`src/rtl/conv_sequencer.sv`:
```
// Frame-level controller for the convolution datapath: loads taps, streams samples,
// flushes the window with zeros and aligns out_valid/out_last with the datapath latency.
module conv_sequencer #(
  parameter int unsigned DATA_SIZE      = 16,
  parameter int unsigned WINDOW_SIZE    = 20,
  parameter int unsigned ADDER_STAGES   = $clog2(WINDOW_SIZE),
  parameter int unsigned MULT_LATENCY   = 1,
  parameter int unsigned FRAME_LEN_SIZE = 16,
  localparam int unsigned ADDR_W        = (WINDOW_SIZE > 1) ? $clog2(WINDOW_SIZE) : 1
) (
  input  logic                      clk,
  input  logic                      reset_n,
  input  logic                      cfg_start,
  input  logic [FRAME_LEN_SIZE-1:0] cfg_frame_len,
  input  logic                      cfg_abort,
  input  logic                      coef_valid,
  input  logic [DATA_SIZE-1:0]      coef_data,
  output logic                      coef_ready,
  input  logic                      in_valid,
  output logic                      in_ready,
  output logic                      dp_coef_we,
  output logic [ADDR_W-1:0]         dp_coef_addr,
  output logic [DATA_SIZE-1:0]      dp_coef_data,
  output logic                      dp_shift_en,
  output logic                      dp_flush,
  output logic                      out_valid,
  output logic                      out_last,
  output logic                      busy,
  output logic                      done
);

  localparam int unsigned PIPE_LAT   = MULT_LATENCY + ADDER_STAGES;
  localparam bit          NO_FLUSH   = (WINDOW_SIZE == 1);
  localparam int unsigned LAST_COEF  = WINDOW_SIZE - 1;
  localparam int unsigned LAST_FLUSH = (WINDOW_SIZE > 1) ? WINDOW_SIZE - 2 : 0;

  typedef enum logic [2:0] {IDLE, LOAD, RUN, FLUSH, DRAIN} state_t;

  state_t                    state, state_next;
  logic [FRAME_LEN_SIZE-1:0] frame_len;
  logic [FRAME_LEN_SIZE-1:0] sample_cnt;
  logic [ADDR_W-1:0]         coef_cnt;
  logic [ADDR_W-1:0]         flush_cnt;
  logic [PIPE_LAT-1:0]       valid_pipe;
  logic [PIPE_LAT-1:0]       last_pipe;
  logic                      last_tag;
  logic                      abort_clr;
  logic                      start_acc;

  assign out_valid = valid_pipe[PIPE_LAT-1];
  assign out_last  = last_pipe[PIPE_LAT-1];
  assign busy      = (state != IDLE);
  assign abort_clr = cfg_abort && (state != IDLE);
  assign start_acc = (state == IDLE) && (state_next == LOAD);

  always_comb begin
    state_next   = state;
    coef_ready   = 1'b0;
    in_ready     = 1'b0;
    dp_coef_we   = 1'b0;
    dp_coef_addr = '0;
    dp_coef_data = '0;
    dp_shift_en  = 1'b0;
    dp_flush     = 1'b0;
    last_tag     = 1'b0;
    done         = 1'b0;
    case (state)
      IDLE: begin
        if (cfg_start && !cfg_abort && (cfg_frame_len != '0)) state_next = LOAD;
      end
      LOAD: begin
        coef_ready = 1'b1;
        if (coef_valid) begin
          dp_coef_we   = 1'b1;
          dp_coef_addr = coef_cnt;
          dp_coef_data = coef_data;
          if (coef_cnt == ADDR_W'(LAST_COEF)) state_next = RUN;
        end
      end
      RUN: begin
        in_ready = 1'b1;
        if (in_valid) begin
          dp_shift_en = 1'b1;
          if (sample_cnt == frame_len - FRAME_LEN_SIZE'(1)) begin
            if (NO_FLUSH) begin
              last_tag   = 1'b1;
              state_next = DRAIN;
            end else begin
              state_next = FLUSH;
            end
          end
        end
      end
      FLUSH: begin
        dp_shift_en = 1'b1;
        dp_flush    = 1'b1;
        if (flush_cnt == ADDR_W'(LAST_FLUSH)) begin
          last_tag   = 1'b1;
          state_next = DRAIN;
        end
      end
      DRAIN: begin
        if (out_last) begin
          done       = 1'b1;
          state_next = IDLE;
        end
      end
      default: state_next = IDLE;
    endcase
    if (abort_clr) state_next = IDLE;
  end

  always_ff @(posedge clk or negedge reset_n) begin
    if (!reset_n) begin
      state <= IDLE;
    end else begin
      state <= state_next;
    end
  end

  always_ff @(posedge clk or negedge reset_n) begin
    if (!reset_n) begin
      frame_len  <= '0;
      sample_cnt <= '0;
      coef_cnt   <= '0;
      flush_cnt  <= '0;
    end else if (abort_clr || start_acc) begin
      frame_len  <= abort_clr ? '0 : cfg_frame_len;
      sample_cnt <= '0;
      coef_cnt   <= '0;
      flush_cnt  <= '0;
    end else begin
      if (dp_coef_we) coef_cnt <= coef_cnt + ADDR_W'(1);
      if (in_ready && in_valid) sample_cnt <= sample_cnt + FRAME_LEN_SIZE'(1);
      if (dp_flush) flush_cnt <= flush_cnt + ADDR_W'(1);
    end
  end

  // Valid/last travel alongside the datapath so the tails line up with its results.
  always_ff @(posedge clk or negedge reset_n) begin
    if (!reset_n) begin
      valid_pipe <= '0;
      last_pipe  <= '0;
    end else if (abort_clr) begin
      valid_pipe <= '0;
      last_pipe  <= '0;
    end else begin
      valid_pipe[0] <= dp_shift_en;
      last_pipe[0]  <= last_tag;
      for (int unsigned i = 1; i < PIPE_LAT; i++) begin
        valid_pipe[i] <= valid_pipe[i-1];
        last_pipe[i]  <= last_pipe[i-1];
      end
    end
  end

endmodule

```
`config.mk`:
```
export PLATFORM = sky130hd
export DESIGN_NAME = conv_sequencer
export DESIGN_NICKNAME = d
export VERILOG_FILES = /design/src/rtl/conv_sequencer.sv
export SDC_FILE = /design/constraint.sdc
export NUM_CORES = 1
export LEC_CHECK = 0
export BUFFER_PORTS_ARGS = -buffer_cell sky130_fd_sc_hd__buf_2
export CORE_MARGIN = 3
export CORE_UTILIZATION = 35
export DETAILED_ROUTE_END_ITERATION = 12
export PLACE_DENSITY = 0.55
export RECOVER_POWER = 25
export SETUP_SLACK_MARGIN = 0.05
export SYNTH_ARGS = -nofsm -noshare
export SYNTH_HDL_FRONTEND = slang
export SYNTH_SLANG_ARGS = --single-unit
```
`constraint.sdc`:
```
create_clock -name clk -period 2.2 [get_ports clk]
set_input_delay 0.22 -clock clk [delete_from_list [all_inputs] [get_ports clk]]
set_output_delay 0.22 -clock clk [all_outputs]
set_load 0.02 [all_outputs]
```
==> impl_metrics.py <==
metrics = {
    "critical_path": {
        "crit_start": "frame_len[1]",
        "path_delay_family": "simple AND/OR/NAND/NOR gates",
        "rr_startpoint": "frame_len[1]",
        "setup.worst_path.class": "reg -> reg",
        "cp_slowest_stage_delay_ps": 500,
        "endpoint_kind": "flop",
        "crit_chain": "inv_1 -> ha_1 -> or4b_4 -> nor2_2 -> mux2_2 -> and4_1 -> a31o_2",
        "reg2reg_to": "state[0]",
        "cp-start-kind": "flop",
        "worstPathArrival_ps": 2330,
        "rrSetupSlack_ps": 100,
        "reg2regPathDepth": 7,
        "crit_fanout": 3,
        "path_buf_inv": 1,
        "slowest_stage": "or4b_4",
        "crit_required_ps": 2430,
    },
    "clock_network": {
        "cts_hold_buf": 0,
        "htreeDepth": 3,
        "clk_pin_slew_ps": 80,
        "cts_root_buf": "clkbuf_8",
        "post_cts_buffers": 0,
        "numCtsBuffers": 9,
        "clk_latency_ps": 340,
        "cts_tree": "yes",
        "clockBufferDepth": 2,
        "clkSinkCount": 57,
    },
    "global_route": {
        "grt_pass1_wl_microns": 12300,
        "grtUsageTotal_pct": 15.1,
        "grt_max_degree": 58,
        "grt_pass1_vias": 2510,
        "gr-total-overflow": 0,
        "antenna_found_initial": 0,
    },
    "final_layout": {
        "synthToLayoutAreaGrowth_pct": 22.7,
        "layout-drive-gt1-share_pct": 28.7,
        "fillerInstances": 886,
        "multiInputGateArea_sq_um": 1740,
        "layout_common_cells": "67 x buf_2, 57 x dfrtp_1, 53 x nor2_1",
        "diodes": 0,
        "stdcell_count": 533,
        "seqCellArea_sq_um": 1430,
        "nNetsFinal": 463,
        "mostFrequentLayoutCell": "buf_2",
    },
    "synthesis": {
        "synthSimpleGateAreaFrac_pct": 28.4,
        "synthCells": 341,
        "ys_warn_count": 0,
        "ys_ff_latch": 57,
        "ys.flop_type": "dfrtp_1",
        "ys_seq_area_share_pct": 44.0,
        "synth_top_family_by_area": "simple AND/OR/NAND/NOR gates",
        "synth_enable_flop_cells": 0,
        "synth_nets": 384,
        "synth.distinct_cells": 54,
        "synth_compound_area_share_pct": 5.60,
        "async_flop_share_pct": 100,
        "avgSynthCellArea_sq_um": 9.50,
        "synthMuxAreaShare_pct": 5.91,
        "synth_area_sq_um": 3240,
        "synth_xor_xnor_area_share_pct": 11.1,
        "synth_adder_area_share_pct": 1.93,
    },
    "floorplanning": {
        "initial_utilization_pct": 36.6,
        "die_area_sq_um": 10400,
        "rows": 34,
        "die_w_microns": 102,
        "die-height_microns": 102,
        "core_sq_um": 8850,
        "num_io_pins": 68,
    },
    "hold_path": {
        "min_to": "state[2]",
        "hold_class": "in -> reg",
        "hold_start": "cfg_abort",
        "hold_depth": 2,
    },
    "placement": {
        "hpwl_microns": 5510,
        "port_buffers": 67,
        "dpl.cell_count": 517,
        "place_congestion": 0.804,
    },
    "power_and_ir_drop": {
        "p_per_area_nw_per_um2": 1010,
        "vdd_ir_drop_max_uv": 345,
        "leakage_nw": 2.10,
    },
    "route": {
        "ant_nets": 0,
        "wirelength_microns": 7420,
        "vias_per_cell": 4.90,
        "drt_first_iter_violations": 100,
        "drtPass1Iterations": 4,
        "vias": 2613,
        "wl_per_cell_microns": 13.9,
        "route.detailed.drc": 0,
    },
    "timing": {
        "hold_viol": 0,
        "tightestPinTransition_ps": 1410,
        "rsz0062_at_grt": "true",
        "period_share_pct": 95.3,
        "setup_viol_count_final": 0,
        "finClkSkew_ps": 8.61,
        "slew_headroom_pct": 6.07,
        "clock.fmax_mhz": 477,
        "slew_violations": 0,
        "period_minus_slack_ps": 2100,
        "setup_tns_ps": 0,
    },
    "run_status": {
        "status": "complete, no violations",
    },
    "job": {
        "maxCapViolCount": 0,
    },
}
## state kept, by name, indices dropped and copies added (netlist names)
register    count
flush_cnt       5
valid_pipe      6
frame_len      16
state           3
coef_cnt        5
last_pipe       6
sample_cnt     16
## repair_timing
item / CTS / global route
gates resized for setup: 1 / 4
cloned: 0 / 0
setup endpoints to repair: 1 / 18
## kinds of logic (layout without fill, tap and decap cells)
group,after synthesis,in the layout
AO/OA/AOI/OAI,28,28
buffers and inverters,22,106
flip-flops,57,57
XOR/XNOR,41,41
adder cells (fa/ha/maj),5,5
multiplexers,19,19
AND/OR/NAND/NOR,169,169
## cell type report
| cell class | instances | area share (%) |
|---|---|---|
| multi-input combinational | 262 | 43.8 |
| clock inverter | 7 | 1.54 |
| timing repair buffer | 85 | 11.8 |
| inverter | 5 | 0.472 |
| clock buffer | 9 | 3.12 |
| tap | 108 | 3.40 |
| sequential | 57 | 35.9 |
## synth_stat cells (2+ instances only)
cell type | instances | area, sq um
a31o_2 | 2 | 17.5
dfrtp_1 | 57 | 1430
nand3b_1 | 3 | 22.5
nor4_1 | 5 | 31.3
nor3b_1 | 4 | 30.0
nor3_1 | 7 | 35.0
nand2_1 | 20 | 75.1
nand4_1 | 6 | 37.5
nand2b_1 | 3 | 18.8
xor2_1 | 20 | 175
xnor2_1 | 21 | 184
mux2i_1 | 18 | 180
ha_1 | 5 | 62.6
a211oi_1 | 2 | 15.0
or2_2 | 3 | 18.8
buf_2 | 4 | 20.0
nor2_1 | 54 | 203
and3_1 | 25 | 156
inv_1 | 5 | 18.8
and2_1 | 15 | 93.8
nand3_1 | 4 | 20.0
o21ai_0 | 3 | 15.0
a21oi_1 | 12 | 60.1
clkbuf_1 | 9 | 33.8
nor2b_1 | 2 | 12.5
o41ai_1 | 2 | 17.5
or3_1 | 3 | 18.8
## routing by layer
metal,routed length [microns],GRT usage (%),up-vias
li1,-,-,1328
met1,3420,20.0,1242
met2,3640,23.7,29
met3,147,3.21,14
met4,208,7.06,0
met5,0,0,-
## worst reg2reg max path, cell delays in order, from the launching register on
cell and delay, ps:
dfrtp_1 400, inv_1 80, ha_1 150, or4b_4 500, nor2_2 110, mux2_2 340, and4_1 190, a31o_2 230
## power breakdown
group	total [mW]	internal [mW]	switching, mW	leakage (nW)
logic	1.76	0.790	0.965	1.23
clock network	0.921	0.429	0.492	0.0888
registers	1.32	1.19	0.132	0.780
total	4.00	2.41	1.59	2.10
## worst max path at each step
stage / end / slack (ps) / cells after the start
finish: state[0] / 100 / 7
global route: state[0] / 0.8 / 7
CTS: state[0] / 80 / 7
detailed placement: state[0] / 40 / 7
global placement: state[0] / 100 / 7
floorplan: state[0] / 80 / 7
## metrics by stage
stage	hold slack [ps]	area (sq um)	util, %	power [mW]	setup slack [ps]
4_1_cts	43.1	3970	44.8	4.03	83.2
6_report	113	3970	44.9	4.00	103
2_1_floorplan	-75.6	3240	-	2.51	78.0
3_5_place_dp	417	3780	42.7	3.07	43.5
3_3_place_gp	416	3780	42.7	3.07	102
5_1_grt	103	3970	44.9	4.29	0.818
Power figures use the tool's default switching activity.
